### src/rtl/word_fetch_pkg.sv
// Shared definitions for the 16-bit little-endian word fetch engine.
package word_fetch_pkg;

  // Fetch FSM state encoding, shared with the control unit and benches.
  typedef enum logic [1:0] {
    StIdle   = 2'd0,
    StReadLo = 2'd1,
    StReadHi = 2'd2,
    StDone   = 2'd3
  } fetch_state_e;

  // Address of the high byte. With page_wrap set, the carry out of the low
  // address byte is dropped, mimicking the 6502 indirect-vector quirk.
  function automatic logic [15:0] hi_addr(input logic [15:0] base, input logic page_wrap);
    logic [15:0] addr;
    if (page_wrap) begin
      addr = {base[15:8], base[7:0] + 8'd1};
    end else begin
      addr = base + 16'd1;
    end
    return addr;
  endfunction

endpackage

### src/rtl/word_fetch.sv
// Fetches a 16-bit little-endian word from byte-wide memory, low byte first,
// with an open-ended mem_ready handshake on each byte.
module word_fetch
  import word_fetch_pkg::*;
#(
  parameter int unsigned PAGE_WRAP = 0
) (
  input  logic        clk,
  input  logic        reset,
  input  logic        start,
  input  logic [15:0] base_addr,
  output logic [15:0] mem_addr,
  output logic        mem_rd,
  input  logic [7:0]  mem_data,
  input  logic        mem_ready,
  output logic [15:0] word_out,
  output logic        busy,
  output logic        done
);

  localparam logic PageWrapEn = (PAGE_WRAP != 0);

  fetch_state_e state_q, state_d;
  logic [15:0]  addr_q;
  logic [15:0]  word_q;

  // State, captured base address and assembled word; reset clears all.
  always_ff @(posedge clk) begin
    if (!reset) begin
      state_q <= StIdle;
      addr_q  <= 16'h0000;
      word_q  <= 16'h0000;
    end else begin
      state_q <= state_d;
      if (state_q == StIdle && start) begin
        addr_q <= base_addr;
      end
      if (state_q == StReadLo && mem_ready) begin
        word_q[7:0] <= mem_data;
      end
      if (state_q == StReadHi && mem_ready) begin
        word_q[15:8] <= mem_data;
      end
    end
  end

  // Next-state logic and Moore outputs decoded from the current state.
  always_comb begin
    state_d  = state_q;
    mem_rd   = 1'b0;
    mem_addr = 16'h0000;
    busy     = 1'b0;
    done     = 1'b0;
    unique case (state_q)
      StIdle: begin
        if (start) state_d = StReadLo;
      end
      StReadLo: begin
        mem_rd   = 1'b1;
        mem_addr = addr_q;
        busy     = 1'b1;
        if (mem_ready) state_d = StReadHi;
      end
      StReadHi: begin
        mem_rd   = 1'b1;
        mem_addr = hi_addr(addr_q, PageWrapEn);
        busy     = 1'b1;
        if (mem_ready) state_d = StDone;
      end
      StDone: begin
        done    = 1'b1;
        state_d = StIdle;
      end
      default: state_d = StIdle;
    endcase
  end

  assign word_out = word_q;

endmodule

### config.mk
export PLATFORM = sky130hd
export DESIGN_NAME = word_fetch
export DESIGN_NICKNAME = d
export VERILOG_FILES = /design/src/rtl/word_fetch_pkg.sv /design/src/rtl/word_fetch.sv
export SDC_FILE = /design/constraint.sdc
export NUM_CORES = 1
export LEC_CHECK = 0
export CAP_MARGIN = 20
export CORE_ASPECT_RATIO = 0.8
export CORE_MARGIN = 5
export CORE_UTILIZATION = 28
export CTS_CLUSTER_SIZE = 8
export DETAILED_ROUTE_END_ITERATION = 8
export PLACE_DENSITY = 0.53
export SLEW_MARGIN = 5
export SYNTH_ARGS = -nofsm -noshare
export SYNTH_HDL_FRONTEND = slang
export SYNTH_SLANG_ARGS = --single-unit
### constraint.sdc
create_clock -name clk -period 3.7 [get_ports clk]
set_clock_uncertainty 0.2 [all_clocks]
set_input_delay 1.11 -clock clk [delete_from_list [all_inputs] [get_ports clk]]
set_output_delay 1.11 -clock clk [all_outputs]
set_load 0.005 [all_outputs]
==> metrics.txt, run 1 <==
top cell type by total area after synthesis=dfxtp_1; routed len/inst=about 15 um; Largest stage delay, worst path=around 0.57 ns; total grt overflow=0; antenna cells=0; Pint=approximately 930 uW; VDD IR max=between 0.00015 and 0.0002 V; clock share of power=0.242; worst skew pair latency=around 0.29 ns; Max Cap Violations=0; Hold Vio Cnt, Final=0; WP depth=5; R2R depth=7; first-pass GRT wire length=between 9 and 10 mm; DIE AREA=about 8600 um2; critical path endpoint category=primary output; CP delay by family, top=buffers and inverters; clk buf depth=2; Detailed Route Iter0 Violations=90; utilization after layout=0.416; status=finished clean; Synth top cells by count=61 x nand2_1, 34 x a21boi_0, 34 x dfxtp_1; Post-Syn Instances=between 200 and 250; H-tree depth=2; Worst Max-Slew Pin Slew=0.653 ns; ratio of cells with drive above 1 in the final layout=0.0689; count leader, synth=nand2_1; Yosys warning count=0; antenna violations before repair=0; RSZ-0062 raised after global routing=no; Num Clock Sinks=34; Area Overhead vs Synth=42.3%; final net count=about 340; WL final=about 5.7 mm; Post-synth ARST share=0; hpwl dp=between 4 and 5 mm; I/O Pins=63; final slew viol count=0; CP Max Fanout=6; via density per instance=between 4 and 5; Final Critical Period=~3.6 ns; Logic pwr share=0.413; Clock Root Buffer=clkbuf_8; Pwr Density=538 nW/um2; via count=approximately 1900; ys flop type=dfxtp_1; number of synthesized flops with an enable pin=0; period utilization=0.966; P_sw=522 uW; Worst Path Required=between 2 and 2.5 ns; IO Port Bufs=62; Area contributors post-synth=dfxtp_1 36%, a21boi_0 13%, nand2_1 12%; gr usage total=0.137; First-pass DRT Iterations=4; post-CTS setup buffer count=0; CTS Buf Count=5; Setup TNS=0 ns; Worst slew margin=0.565; Seq pwr share=0.346; TritonCTS clock tree=built; largest net degree at the start of global routing=21; Mapped Area=1900 um2; critical path, cell by cell=ha_1, and3_2, nand2_1, o41ai_1, clkdlybuf4s50_1; CP max stage cell=clkdlybuf4s50_1; #FFs+latches synth=34; Placer Congestion=0.889; Finish-stage setup viols=0; CP Class=flop to primary output; Distinct cells, synth=39; Seq/Total Area, Yosys=0.358; DRC=0; Worst Hold Class=flop to flop; row count=26; Initial Util=0.292; clk slew on worst S/H paths=0.07 ns; Sw Share=0.359; Max Freq=about 280 MHz; antenna-violating nets left=0; Post-Syn Nets=around 280; vias in the first global route=1800; WP buf/inv=1; share of the synthesized area in the top cell type=0.358; Die Ht=between 80 and 90 um; Leakage=0.000938 uW; Die W=roughly 100 um; worst hold stages=2; Critical Path AT=~2.3 ns; core area=6510 um2; CP Launch Type=flop; Avg Cell Area, Syn=approximately 7.7 um2
-- layer usage --
layer / vias to the layer above / global-route usage / routed length, um
li1: 985 / - / -
met1: 840 / 0.198 / 2940
met2: 42 / 0.202 / 2450
met3: 7 / 0.0259 / 204
met4: 0 / 0.0465 / 77
met5: - / 0 / 0
-- tightest hold or removal path: stages (launching register included) --
cell and delay, ns:
dfxtp_1 0.31, nand2_1 0.05, a21boi_0 0.06
-- placed cells by master, fill, tap and decap left out, types with 2 or more instances in the layout --
| cell type | synthesis | routed |
|---|---|---|
| inv_1 | 4 | 4 |
| a21boi_0 | 34 | 33 |
| and4_1 | 2 | 2 |
| and2_1 | 4 | 3 |
| nand4_1 | 5 | 5 |
| a21boi_1 | 1 | 2 |
| dfxtp_1 | 34 | 34 |
| nand2_1 | 61 | 61 |
| mux2i_1 | 3 | 3 |
| a31oi_1 | 6 | 6 |
| clkbuf_8 | 0 | 6 |
| nor2_1 | 2 | 2 |
| o31ai_1 | 2 | 2 |
| o211ai_1 | 2 | 2 |
| buf_4 | 3 | 8 |
| a21o_1 | 2 | 2 |
| a21oi_1 | 5 | 5 |
| nand3_1 | 21 | 21 |
| ha_1 | 5 | 5 |
| o21ai_0 | 12 | 12 |
| nor2b_1 | 5 | 5 |
| clkdlybuf4s50_1 | 0 | 62 |
| nor4_1 | 3 | 3 |
-- what timing repair did --
action                     in CTS  in global routing
hold buffers                    0                  0
setup endpoints to repair       0                  5
resized for setup               0                  3
-- registers in the layout, summed over array words and instances (netlist names) --
name and count:
addr_q 16, state_q 2, word_out 16
-- metrics by stage --
step / std cells / hold slack (ns) / power [uW] / cell area (um2) / worst slack, ns
floorplan: 248 / 0.256 / 858 / 1900 / 0.931
global placement: 382 / 0.255 / 1110 / 2590 / 0.419
detailed placement: 382 / 0.260 / 1120 / 2590 / 0.378
CTS: 389 / 0.269 / 1480 / 2700 / 0.0508
global route: 389 / 0.283 / 1570 / 2710 / 0.00844
finish: 389 / 0.268 / 1460 / 2710 / 0.126
-- worst paths after layout --
kind | endpoint | from | slack [ns]
worst min-delay path | word_out[3]$_SDFFE_PN0P_ | word_out[3]$_SDFFE_PN0P_ | 0.27
worst min register to register | word_out[3]$_SDFFE_PN0P_ | word_out[3]$_SDFFE_PN0P_ | 0.27
worst max-delay path | mem_addr[12] | addr_q[1]$_SDFFE_PN0P_ | 0.13
worst max register to register | state_q[1]$_SDFFE_PN0P_ | state_q[1]$_SDFFE_PN0P_ | 1.75
-- kinds of logic (layout without fill, tap and decap cells) --
family,Yosys count,count (layout),synth area share
AND/OR/NAND/NOR,112,112,0.281
XOR/XNOR,1,1,0.00461
multiplexers,3,3,0.0158
AO/OA/AOI/OAI,69,69,0.247
adder cells (fa/ha/maj),5,5,0.0329
flip-flops,34,34,0.358
buffers and inverters,24,81,0.0605
-- power groups by stage --
stage / logic, uW / registers (uW) / clock network (uW)
floorplan: 372 / 486 / 0
global placement: 600 / 511 / 0
detailed placement: 608 / 511 / 0
CTS: 612 / 503 / 362
global route: 679 / 515 / 379
finish: 601 / 504 / 352
-- cell type report --
| class | count | area (um2) |
|---|---|---|
| timing repair buffer | 70 | 681 |
| clock buffer | 6 | 82.6 |
| tap | 84 | 105 |
| clock inverter | 1 | 30.0 |
| multi-input combinational | 190 | 1110 |
| fill | 686 | 3800 |
| sequential | 34 | 681 |
| inverter | 4 | 15.0 |
Note: power is estimated with default switching activity, not from simulation.
==> inputs of run 2 (changes only) <==
--- a/config.mk
+++ b/config.mk
@@ -11,7 +11,7 @@
 export CORE_UTILIZATION = 28
 export CTS_CLUSTER_SIZE = 8
 export DETAILED_ROUTE_END_ITERATION = 8
-export PLACE_DENSITY = 0.53
+export PLACE_DENSITY = 0.55
 export SLEW_MARGIN = 5
 export SYNTH_ARGS = -nofsm -noshare
 export SYNTH_HDL_FRONTEND = slang
==> constraint.sdc (replaced) <==
create_clock -name clk -period 3.1 [get_ports clk]
set_clock_uncertainty 0.2 [all_clocks]
set_input_delay 0.93 -clock clk [delete_from_list [all_inputs] [get_ports clk]]
set_output_delay 0.93 -clock clk [all_outputs]
set_load 0.005 [all_outputs]
==> metrics.txt, run 2 (synthesized netlist as in run 1, its figures left out) <==
Area after DPL=2660 um2; Final Critical Period=between 3 and 4 ns; VDD IR max=0.000217 V; Leakage=approximately 0.0011 uW; Num Clock Sinks=34; clk buf depth=2; antenna cells=0; CP delay by family, top=buffers and inverters; Worst Hold Class=flop to flop; via density per instance=~4.8; Hold Vio Cnt, Final=0; WL final=approximately 5.6 mm; Worst Path Required=around 2.0 ns; failing checks=setup timing; Max Cap Violations=0; RSZ-0062 raised after global routing=yes; Placer Congestion=between 0.8 and 0.9; IO Port Bufs=62; row count=26; fin worst setup slack=-0.0661 ns; Placed Cells=392; multi-input logic area=about 1200 um2; I/O Pins=63; critical path, cell by cell=inv_1, ha_4, buf_6, and2_4, nand2_1, o21ai_0, clkdlybuf4s50_1; core area=6510 um2; H-tree depth=2; period utilization=1.02; CP max stage cell=clkdlybuf4s50_1; Critical Path AT=between 2 and 2.5 ns; status=finished, violations left; critical path endpoint category=primary output; hpwl dp=4.26 mm; ratio of cells with drive above 1 in the final layout=0.174; Max Freq=~320 MHz; CP Max Fanout=14; Post-Place Worst Slack=0.0221 ns; total power=between 1500 and 2000 uW; antenna violations before repair=0; total grt overflow=0; utilization after layout=0.450; Non-Filler Instances=401; Worst slew margin=0.597; WP buf/inv=3; Detailed Route Iter0 Violations=~110; Die Ht=83.7 um; Initial Util=0.292; commonest non-fill, non-tap cell in the layout=nand2_1; Area Overhead vs Synth=53.8%; Finish-stage setup viols=1; final instance area=just under 3000 um2; DRC=0; routed len/inst=13.9 um; cts hold-fix bufs=0; largest net degree at the start of global routing=35; antenna-violating nets left=0; First-pass DRT Iterations=4; CTS Buf Count=5; TritonCTS clock tree=built; CP Launch Type=flop; Clock Root Buffer=clkbuf_8; Worst Max-Slew Pin Slew=0.604 ns; Pwr Density=635 nW/um2; Largest stage delay, worst path=around 0.53 ns; final net count=349; gr usage total=0.136; first-pass GRT wire length=~9 mm; DIE AREA=between 8000 and 9000 um2; filler cell count in the final layout=around 650; clk slew on worst S/H paths=0.07 ns; final slew viol count=0; via count=around 1900; CP Class=flop to primary output; Reg area=696 um2; Die W=approximately 100 um; commonest cells after routing, fill and taps aside=59 x nand2_1, 48 x clkdlybuf4s50_1, 32 x a21boi_0, 24 x dfxtp_1, 21 x nand3_1; worst skew pair latency=0.28 ns; vias in the first global route=1806
-- run 2: cell types whose count changed in the layout (fill, tap and decap cells not counted), sizes merged --
cell	previous run	this run
dlymetal6s2s	0	4
dlygate4sd2	0	9
buf	8	19
clkdlybuf4s50	62	48
clkbuf	6	8
-- run 2: report_power, final --
group | leakage (uW) | internal (uW) | switching [uW]
clock network | 0.0000524 | 240 | 159
registers | 0.000282 | 525 | 89.4
logic | 0.000814 | 431 | 412
-- run 2: layout make-up --
cell class              instances  area share
clock buffers                   7      0.0261
clock inverters                 1      0.0103
inverters                       4     0.00513
multi-input cells             190       0.418
flip-flops and latches         34       0.238
well taps                      84      0.0359
repair buffers                 81       0.266
-- run 2: path summary, 6_finish.rpt --
kind	from	end	slack [ns]	depth (start not counted)
worst max-delay path	state_q[1]$_SDFFE_PN0P_	mem_addr[10]	-0.07	7
worst min-delay path	word_out[7]$_SDFFE_PN0P_	word_out[7]$_SDFFE_PN0P_	0.26	2
worst max register to register	state_q[1]$_SDFFE_PN0P_	addr_q[4]$_SDFFE_PN0P_	1.34	5
worst min register to register	word_out[7]$_SDFFE_PN0P_	word_out[7]$_SDFFE_PN0P_	0.26	2
-- run 2: worst min-delay path: stages (launching register included) --
cell      delay (ns)
dfxtp_1         0.31
nand2_1         0.04
a21boi_0        0.06
-- run 2: through the flow --
stage          hold WS (ns)     TNS, ns
2_1_floorplan         0.256           0
3_3_place_gp          0.251  -0.0000788
3_5_place_dp          0.258           0
4_1_cts               0.267      -0.289
5_1_grt               0.283      -0.153
6_report              0.263     -0.0661
-- run 2: layer usage --
metal / global-route usage / wire [um] / vias to the layer above
li1: - / - / 1011
met1: 0.201 / 2880 / 864
met2: 0.184 / 2370 / 41
met3: 0.0384 / 279 / 5
met4: 0.0477 / 43 / 0
met5: 0 / 0 / -
-- run 2: what timing repair did --
item	4_1_cts	5_1_grt
pin swaps	1	6
setup buffers	0	1
endpoints found under the setup margin	14	11
resized for setup	33	28
